### src/rtl/mips_pkg.sv
// Shared MIPS definitions: opcodes, instruction field positions, link register
// index and the immediate-extension helper.
package mips_pkg;

  localparam int unsigned INSTR_W = 32;
  localparam int unsigned OP_W    = 6;
  localparam int unsigned RIDX_W  = 5;
  localparam int unsigned IMM_W   = 16;

  localparam int unsigned OP_MSB  = 31;
  localparam int unsigned OP_LSB  = 26;
  localparam int unsigned RS_MSB  = 25;
  localparam int unsigned RS_LSB  = 21;
  localparam int unsigned RT_MSB  = 20;
  localparam int unsigned RT_LSB  = 16;
  localparam int unsigned RD_MSB  = 15;
  localparam int unsigned RD_LSB  = 11;
  localparam int unsigned IMM_MSB = 15;
  localparam int unsigned IMM_LSB = 0;

  localparam int unsigned REG_RA = 31;

  localparam logic [OP_W-1:0] OP_RTYPE = 6'h00;
  localparam logic [OP_W-1:0] OP_JAL   = 6'h03;
  localparam logic [OP_W-1:0] OP_SLTIU = 6'h0B;
  localparam logic [OP_W-1:0] OP_ANDI  = 6'h0C;
  localparam logic [OP_W-1:0] OP_ORI   = 6'h0D;
  localparam logic [OP_W-1:0] OP_XORI  = 6'h0E;
  localparam logic [OP_W-1:0] OP_LW    = 6'h23;
  localparam logic [OP_W-1:0] OP_SW    = 6'h2B;

  // Logical immediates and sltiu are zero-extended; everything else, including
  // unknown opcodes and lui, sign-extends.
  function automatic logic [INSTR_W-1:0] ext_imm(input logic [OP_W-1:0] op,
                                                 input logic [IMM_W-1:0] imm);
    logic [INSTR_W-1:0] res;
    case (op)
      OP_ANDI, OP_ORI, OP_XORI, OP_SLTIU: res = {16'h0000, imm};
      default:                            res = {{16{imm[IMM_W-1]}}, imm};
    endcase
    return res;
  endfunction

endpackage

### src/rtl/instr_decoder_if.sv
// Decode-stage bus: fetched instruction, write-back sources and controls in,
// register read data and extended immediate out.
interface instr_decoder_if #(
  parameter int unsigned DATA_W = 32
);
  logic [31:0]       Instruction;
  logic [31:0]       link_addr;
  logic [DATA_W-1:0] ALU_result;
  logic [DATA_W-1:0] mem_data;
  logic              RegWrite;
  logic              RegDst;
  logic              MemtoReg;
  logic              Jal;
  logic [DATA_W-1:0] Read_data_1;
  logic [DATA_W-1:0] Read_data_2;
  logic [DATA_W-1:0] Sign_extend;

  modport master (
    output Instruction, link_addr, ALU_result, mem_data,
    output RegWrite, RegDst, MemtoReg, Jal,
    input  Read_data_1, Read_data_2, Sign_extend
  );

  modport slave (
    input  Instruction, link_addr, ALU_result, mem_data,
    input  RegWrite, RegDst, MemtoReg, Jal,
    output Read_data_1, Read_data_2, Sign_extend
  );
endinterface

### src/rtl/reg_file.sv
// Architectural register file: async active-low clear, two combinational read
// ports, one write port; register 0 is hardwired to zero.
module reg_file #(
  parameter int unsigned REG_COUNT = 32,
  parameter int unsigned DATA_W    = 32
) (
  input  logic                         clock,
  input  logic                         reset,
  input  logic [$clog2(REG_COUNT)-1:0] raddr_1,
  input  logic [$clog2(REG_COUNT)-1:0] raddr_2,
  output logic [DATA_W-1:0]            rdata_1,
  output logic [DATA_W-1:0]            rdata_2,
  input  logic                         we,
  input  logic [$clog2(REG_COUNT)-1:0] waddr,
  input  logic [DATA_W-1:0]            wdata
);

  localparam int unsigned ADDR_W = $clog2(REG_COUNT);

  logic [DATA_W-1:0] regs [REG_COUNT];

  always_ff @(posedge clock or negedge reset) begin
    if (!reset) begin
      for (int i = 0; i < int'(REG_COUNT); i++) begin
        regs[i] <= '0;
      end
    end else if (we && (waddr != ADDR_W'(0))) begin
      regs[waddr] <= wdata;
    end
  end

  // No bypass: a same-cycle write is only seen after the committing edge.
  always_comb begin
    rdata_1 = '0;
    rdata_2 = '0;
    if (raddr_1 != ADDR_W'(0)) rdata_1 = regs[raddr_1];
    if (raddr_2 != ADDR_W'(0)) rdata_2 = regs[raddr_2];
  end

endmodule

### src/rtl/instr_decoder.sv
// Decode stage: immediate extender plus write-back destination/data muxes in
// front of the register file.
module instr_decoder
  import mips_pkg::*;
#(
  parameter int unsigned REG_COUNT = 32,
  parameter int unsigned DATA_W    = 32
) (
  input  logic             clock,
  input  logic             reset,
  instr_decoder_if.slave   bus
);

  localparam int unsigned ADDR_W = $clog2(REG_COUNT);

  logic [ADDR_W-1:0] rs_c;
  logic [ADDR_W-1:0] rt_c;
  logic [ADDR_W-1:0] rd_c;
  logic [ADDR_W-1:0] waddr_c;
  logic [DATA_W-1:0] wdata_c;
  logic              we_c;

  always_comb begin
    rs_c = ADDR_W'(bus.Instruction[RS_MSB:RS_LSB]);
    rt_c = ADDR_W'(bus.Instruction[RT_MSB:RT_LSB]);
    rd_c = ADDR_W'(bus.Instruction[RD_MSB:RD_LSB]);
  end

  // Jal overrides both destination and data selection.
  always_comb begin
    we_c    = bus.RegWrite | bus.Jal;
    waddr_c = rt_c;
    wdata_c = bus.ALU_result;
    if (bus.Jal) begin
      waddr_c = ADDR_W'(REG_RA);
      wdata_c = DATA_W'(bus.link_addr);
    end else begin
      if (bus.RegDst)   waddr_c = rd_c;
      if (bus.MemtoReg) wdata_c = bus.mem_data;
    end
  end

  assign bus.Sign_extend = DATA_W'(ext_imm(bus.Instruction[OP_MSB:OP_LSB],
                                           bus.Instruction[IMM_MSB:IMM_LSB]));

  reg_file #(
    .REG_COUNT (REG_COUNT),
    .DATA_W    (DATA_W)
  ) u_reg_file (
    .clock   (clock),
    .reset   (reset),
    .raddr_1 (rs_c),
    .raddr_2 (rt_c),
    .rdata_1 (bus.Read_data_1),
    .rdata_2 (bus.Read_data_2),
    .we      (we_c),
    .waddr   (waddr_c),
    .wdata   (wdata_c)
  );

endmodule
### src/flat_wrapper.sv
// flat-port wrapper written by rule: the top's interface ports become plain ports
module instr_decoder_flat import mips_pkg::*;
#(
  parameter int unsigned REG_COUNT = 32,
  parameter int unsigned DATA_W    = 32
)
  (clock, reset, bus_Instruction, bus_link_addr, bus_ALU_result, bus_mem_data, bus_RegWrite, bus_RegDst, bus_MemtoReg, bus_Jal, bus_Read_data_1, bus_Read_data_2, bus_Sign_extend);
  instr_decoder_if #(.DATA_W(DATA_W)) bus_i ();
  input  logic clock;
  input  logic reset;
  input wire logic [$bits(bus_i.Instruction)-1:0] bus_Instruction;
  input wire logic [$bits(bus_i.link_addr)-1:0] bus_link_addr;
  input wire logic [$bits(bus_i.ALU_result)-1:0] bus_ALU_result;
  input wire logic [$bits(bus_i.mem_data)-1:0] bus_mem_data;
  input wire logic [$bits(bus_i.RegWrite)-1:0] bus_RegWrite;
  input wire logic [$bits(bus_i.RegDst)-1:0] bus_RegDst;
  input wire logic [$bits(bus_i.MemtoReg)-1:0] bus_MemtoReg;
  input wire logic [$bits(bus_i.Jal)-1:0] bus_Jal;
  output wire logic [$bits(bus_i.Read_data_1)-1:0] bus_Read_data_1;
  output wire logic [$bits(bus_i.Read_data_2)-1:0] bus_Read_data_2;
  output wire logic [$bits(bus_i.Sign_extend)-1:0] bus_Sign_extend;
  assign bus_i.Instruction = bus_Instruction;
  assign bus_i.link_addr = bus_link_addr;
  assign bus_i.ALU_result = bus_ALU_result;
  assign bus_i.mem_data = bus_mem_data;
  assign bus_i.RegWrite = bus_RegWrite;
  assign bus_i.RegDst = bus_RegDst;
  assign bus_i.MemtoReg = bus_MemtoReg;
  assign bus_i.Jal = bus_Jal;
  assign bus_Read_data_1 = bus_i.Read_data_1;
  assign bus_Read_data_2 = bus_i.Read_data_2;
  assign bus_Sign_extend = bus_i.Sign_extend;
  instr_decoder #(.REG_COUNT(REG_COUNT), .DATA_W(DATA_W)) u_core (.clock(clock), .reset(reset), .bus(bus_i));
endmodule
### config.mk
export PLATFORM = sky130hd
export DESIGN_NAME = instr_decoder_flat
export DESIGN_NICKNAME = d
export VERILOG_FILES = /design/src/rtl/mips_pkg.sv /design/src/rtl/instr_decoder_if.sv /design/src/rtl/reg_file.sv /design/src/rtl/instr_decoder.sv /design/src/flat_wrapper.sv
export SDC_FILE = /design/constraint.sdc
export NUM_CORES = 2
export LEC_CHECK = 0
export ABC_AREA = 0
export CAP_MARGIN = 20
export CORE_MARGIN = 10
export CORE_UTILIZATION = 40
export CTS_BUF_LIST = sky130_fd_sc_hd__clkbuf_4 sky130_fd_sc_hd__clkbuf_8 sky130_fd_sc_hd__clkbuf_16
export DETAILED_ROUTE_END_ITERATION = 6
export GPL_ROUTABILITY_DRIVEN = 1
export PLACE_DENSITY = 0.59
export SKIP_CTS_REPAIR_TIMING = 1
export SKIP_LAST_GASP = 1
export SYNTH_ARGS = -nofsm -noshare
export SYNTH_HDL_FRONTEND = slang
export SYNTH_HIERARCHICAL = 1
export SYNTH_SLANG_ARGS = --single-unit
### constraint.sdc
create_clock -name clock -period 5.9 [get_ports clock]
set_clock_uncertainty 0.1 [all_clocks]
set_input_delay 1.77 -clock clock [delete_from_list [all_inputs] [get_ports clock]]
set_output_delay 1.77 -clock clock [all_outputs]
set_load 0.05 [all_outputs]
==> results.tsv <==
stage	metric	value	unit
route	postRouteAntennaNets	0	
synthesis	syn_area_per_cell	14.67	sq um
placement	place_ws	-62.68	ps
clock_tree	clock_sinks	1024	
synthesis	synth_edf_count	0	
synthesis	netlist_instances	3777	
clock_tree	numCtsBuffers	112	
critical_path	path_buf_inv	4	
critical_path	crit_top_cell	buf_12	
floorplanning	die_x	392.2	microns
global_routing	grt_pass1_wl	275.5	mm
status	status	completed	
placement	post_dp_cell_area	62350	sq um
final_layout	fill_cells	11820	
floorplanning	start_util	40.31	%
critical_path	cpMaxStageDelayCell	buf_8	
timing	rsz0062_at_grt	yes	
timing	period_needed	5897	ps
synthesis	synth_cell_types	41	
critical_path	r2r_slack	4980	ps
global_routing	grt_max_degree	104	
placement	dpl.hpwl	117.0	mm
flow_run	drv_cap	0	
final_layout	drive_gt1_share	55.68	%
route	vias	36540	
floorplanning	rows	136	
final_layout	area_growth	19.82	%
timing	worst_pin_slew	1185	ps
global_routing	grt_usage	24.36	%
clock_tree	clk_pin_slew_worst_paths	60	ps
critical_path	rr_startpoint	u_core/u_reg_file/regs[454]	
critical_path	crit_start	bus_Instruction[18]	
critical_path	worst_ep_required_time	4030	ps
power	power	0.02313	W
critical_path	crit_arrival	4030	ps
final_layout	reg_top3	u_core/u_reg_file/regs (1024)	
floorplanning	die_h	392.2	microns
route	drt_pass1_iterations	6	
final_layout	largest_register_ff_count	1024	
route	drc_errors	0	
worst_hold_path	min_from	u_core/u_reg_file/regs[1008]	
synthesis	synth-main-ff-cell	dfrtp_1	
clock_tree	cts_buffer_depth	3	
timing	finalSetupViolCount	0	
route	avgViaCountPerCell	6.291	
final_layout	final_common_cell	mux2_2	
final_layout	layout_common_cells	1,046 x mux2_2, 1,024 x dfrtp_1, 448 x mux4_2	
floorplanning	dieArea	153900	sq um
critical_path	cp_cell_sequence	buf_8 -> buf_12 -> buf_12 -> mux4_2 -> mux2_2 -> o21ai_0 -> a311oi_2 -> buf_12	
worst_hold_path	hold_class	reg2reg	
critical_path	cp-start-kind	input pin	
final_layout	largest_register	u_core/u_reg_file/regs	
critical_path	critPathMaxFanout	33	
critical_path	endpoint	bus_Read_data_2[19]	
power	irDropWorstVdd	0.0002269	V
critical_path	reg2reg_depth	1	
final_layout	fin_area	66410	sq um
synthesis	yosys_register_bits	1024	
clock_tree	insertion_delay	750	ps
final_layout	nNetsFinal	4052	
synthesis	syn_area	55430	sq um
global_routing	grt_pass1_vias	37880	
floorplanning	core-area	137500	sq um
route	initialDrtViolationCount	3576	
timing	slew_violations	0	
route	wirelength	189.3	mm
critical_path	critical_path_depth	8	
global_routing	grt_antenna_before_repair	2	
floorplanning	pin_count	230	
clock_tree	h-tree-depth	3	
critical_path	r2r-end	u_core/u_reg_file/regs[454]	
timing	period_share	99.94	%
timing	fin_ws	3.487	ps
synthesis	synth_nets	3911	
route	routedWlPerCell	32.59	microns
final_layout	multiInputGateArea	28260	sq um
synthesis	ys_warn_count	6	
clock_tree	root_buffer	clkbuf_16	
critical_path	cp-end-kind	output pin	
critical_path	crit_type	in2out	
power	leakage	28.72	nW
placement	io_buffers	207	
synthesis	async_flop_share	100.0	%
timing	max_freq	169.6	MHz
final_layout	regArea	25620	sq um
power	p_per_area	348.4	nW/um^2
critical_path	path_delay_family	buffers and inverters	
global_routing	grt-ovfl-total	0	
clock_tree	cts_tree	built	
placement	gp_congestion	0.8092	
synthesis	ys_seq_area_share	46.23	%
timing	maxSlewHeadroom	20.98	%
critical_path	slowest_delay	320	ps
timing	hold_viol	0	
==> Yosys cell counts, drive strengths merged (2+ instances only) <==
master      n  share of area [%]
dfrtp    1024                 46
or2         3              0.034
nor2       20               0.14
or3         3              0.034
nor2b      76               0.86
mux2     1056                 21
or4         2              0.027
nor3b       2              0.027
mux4      448                 18
nand4b      3              0.047
o2111ai    18               0.28
a22oi      64               0.87
a211oi     64               0.87
buf       253                2.7
inv         3              0.020
o21ai     142                1.3
a211o       5              0.079
and2        2              0.023
a221oi     46               0.73
mux2i     160                2.9
nor3        3              0.027
a311oi     64                1.0
clkbuf    223                1.5
nand2      82               0.56
nand2b      5              0.056
==> through the flow <==
step | std cells | TNS [ps] | utilization, % | hold WS (ps)
6_report | 5808 | 0 | 48.30 | 292.6
5_1_grt | 5806 | -30.12 | 48.30 | 305.7
4_1_cts | 5799 | -128.3 | 48.20 | 296.8
3_5_place_dp | 5591 | -96.58 | 45.35 | 282.7
3_3_place_gp | 5584 | -69.23 | 45.26 | 277.1
2_1_floorplan | 3777 | 0 | - | 341.3
==> per-layer routing <==
metal / wire length (microns) / track usage (%) / part of all wire [%] / vias to the layer above
met2: 87470 / 37.98 / 46 / 1423
met3: 13140 / 4.796 / 6.9 / 304
li1: - / - / - / 14860
met4: 5869 / 7.672 / 3.1 / 4
met1: 82700 / 34.16 / 44 / 19950
met5: 93 / 0.3447 / 0.049 / -
==> cell families (layout without fill, tap and decap cells) <==
kind of cell / count (synthesis) / after routing / synth area share [%]
xor gates and xnor gates: 1 / 1 / 0.01580
other: 0 / 2 / 0
and+or+nand+nor: 205 / 205 / 1.878
muxes: 1664 / 1664 / 42.55
DFF: 1024 / 1024 / 46.23
buffers and inverters: 479 / 714 / 4.190
AOI/OAI and AO/OA: 404 / 404 / 5.136
==> layout make-up <==
class / count / share of cell area, %
Multi-Input combinational cell: 2274 / 42.56
Sequential cell: 1024 / 38.59
Timing Repair Buffer: 503 / 9.543
Clock buffer: 166 / 5.183
Tap cell: 1794 / 3.380
Clock inverter: 42 / 0.7216
Inverter: 3 / 0.02449
Antenna cell: 2 / 0.007536
==> report_power, final <==
| group | internal (W) | switching (W) |
|---|---|---|
| Clock | 0.00442 | 0.00306 |
| Sequential | 0.00869 | 0.00121 |
| Combinational | 0.00337 | 0.00239 |
==> worst min path at each step <==
stage,end,slack (ps),cells after the start
2_1_floorplan,u_core/u_reg_file/regs[1000],340,1
3_5_place_dp,u_core/u_reg_file/regs[1008],280,0
5_1_grt,u_core/u_reg_file/regs[1008],310,0
3_3_place_gp,u_core/u_reg_file/regs[997],280,0
4_1_cts,u_core/u_reg_file/regs[1015],300,0
6_report,u_core/u_reg_file/regs[1008],290,0
Note: power is estimated with default switching activity, not from simulation.
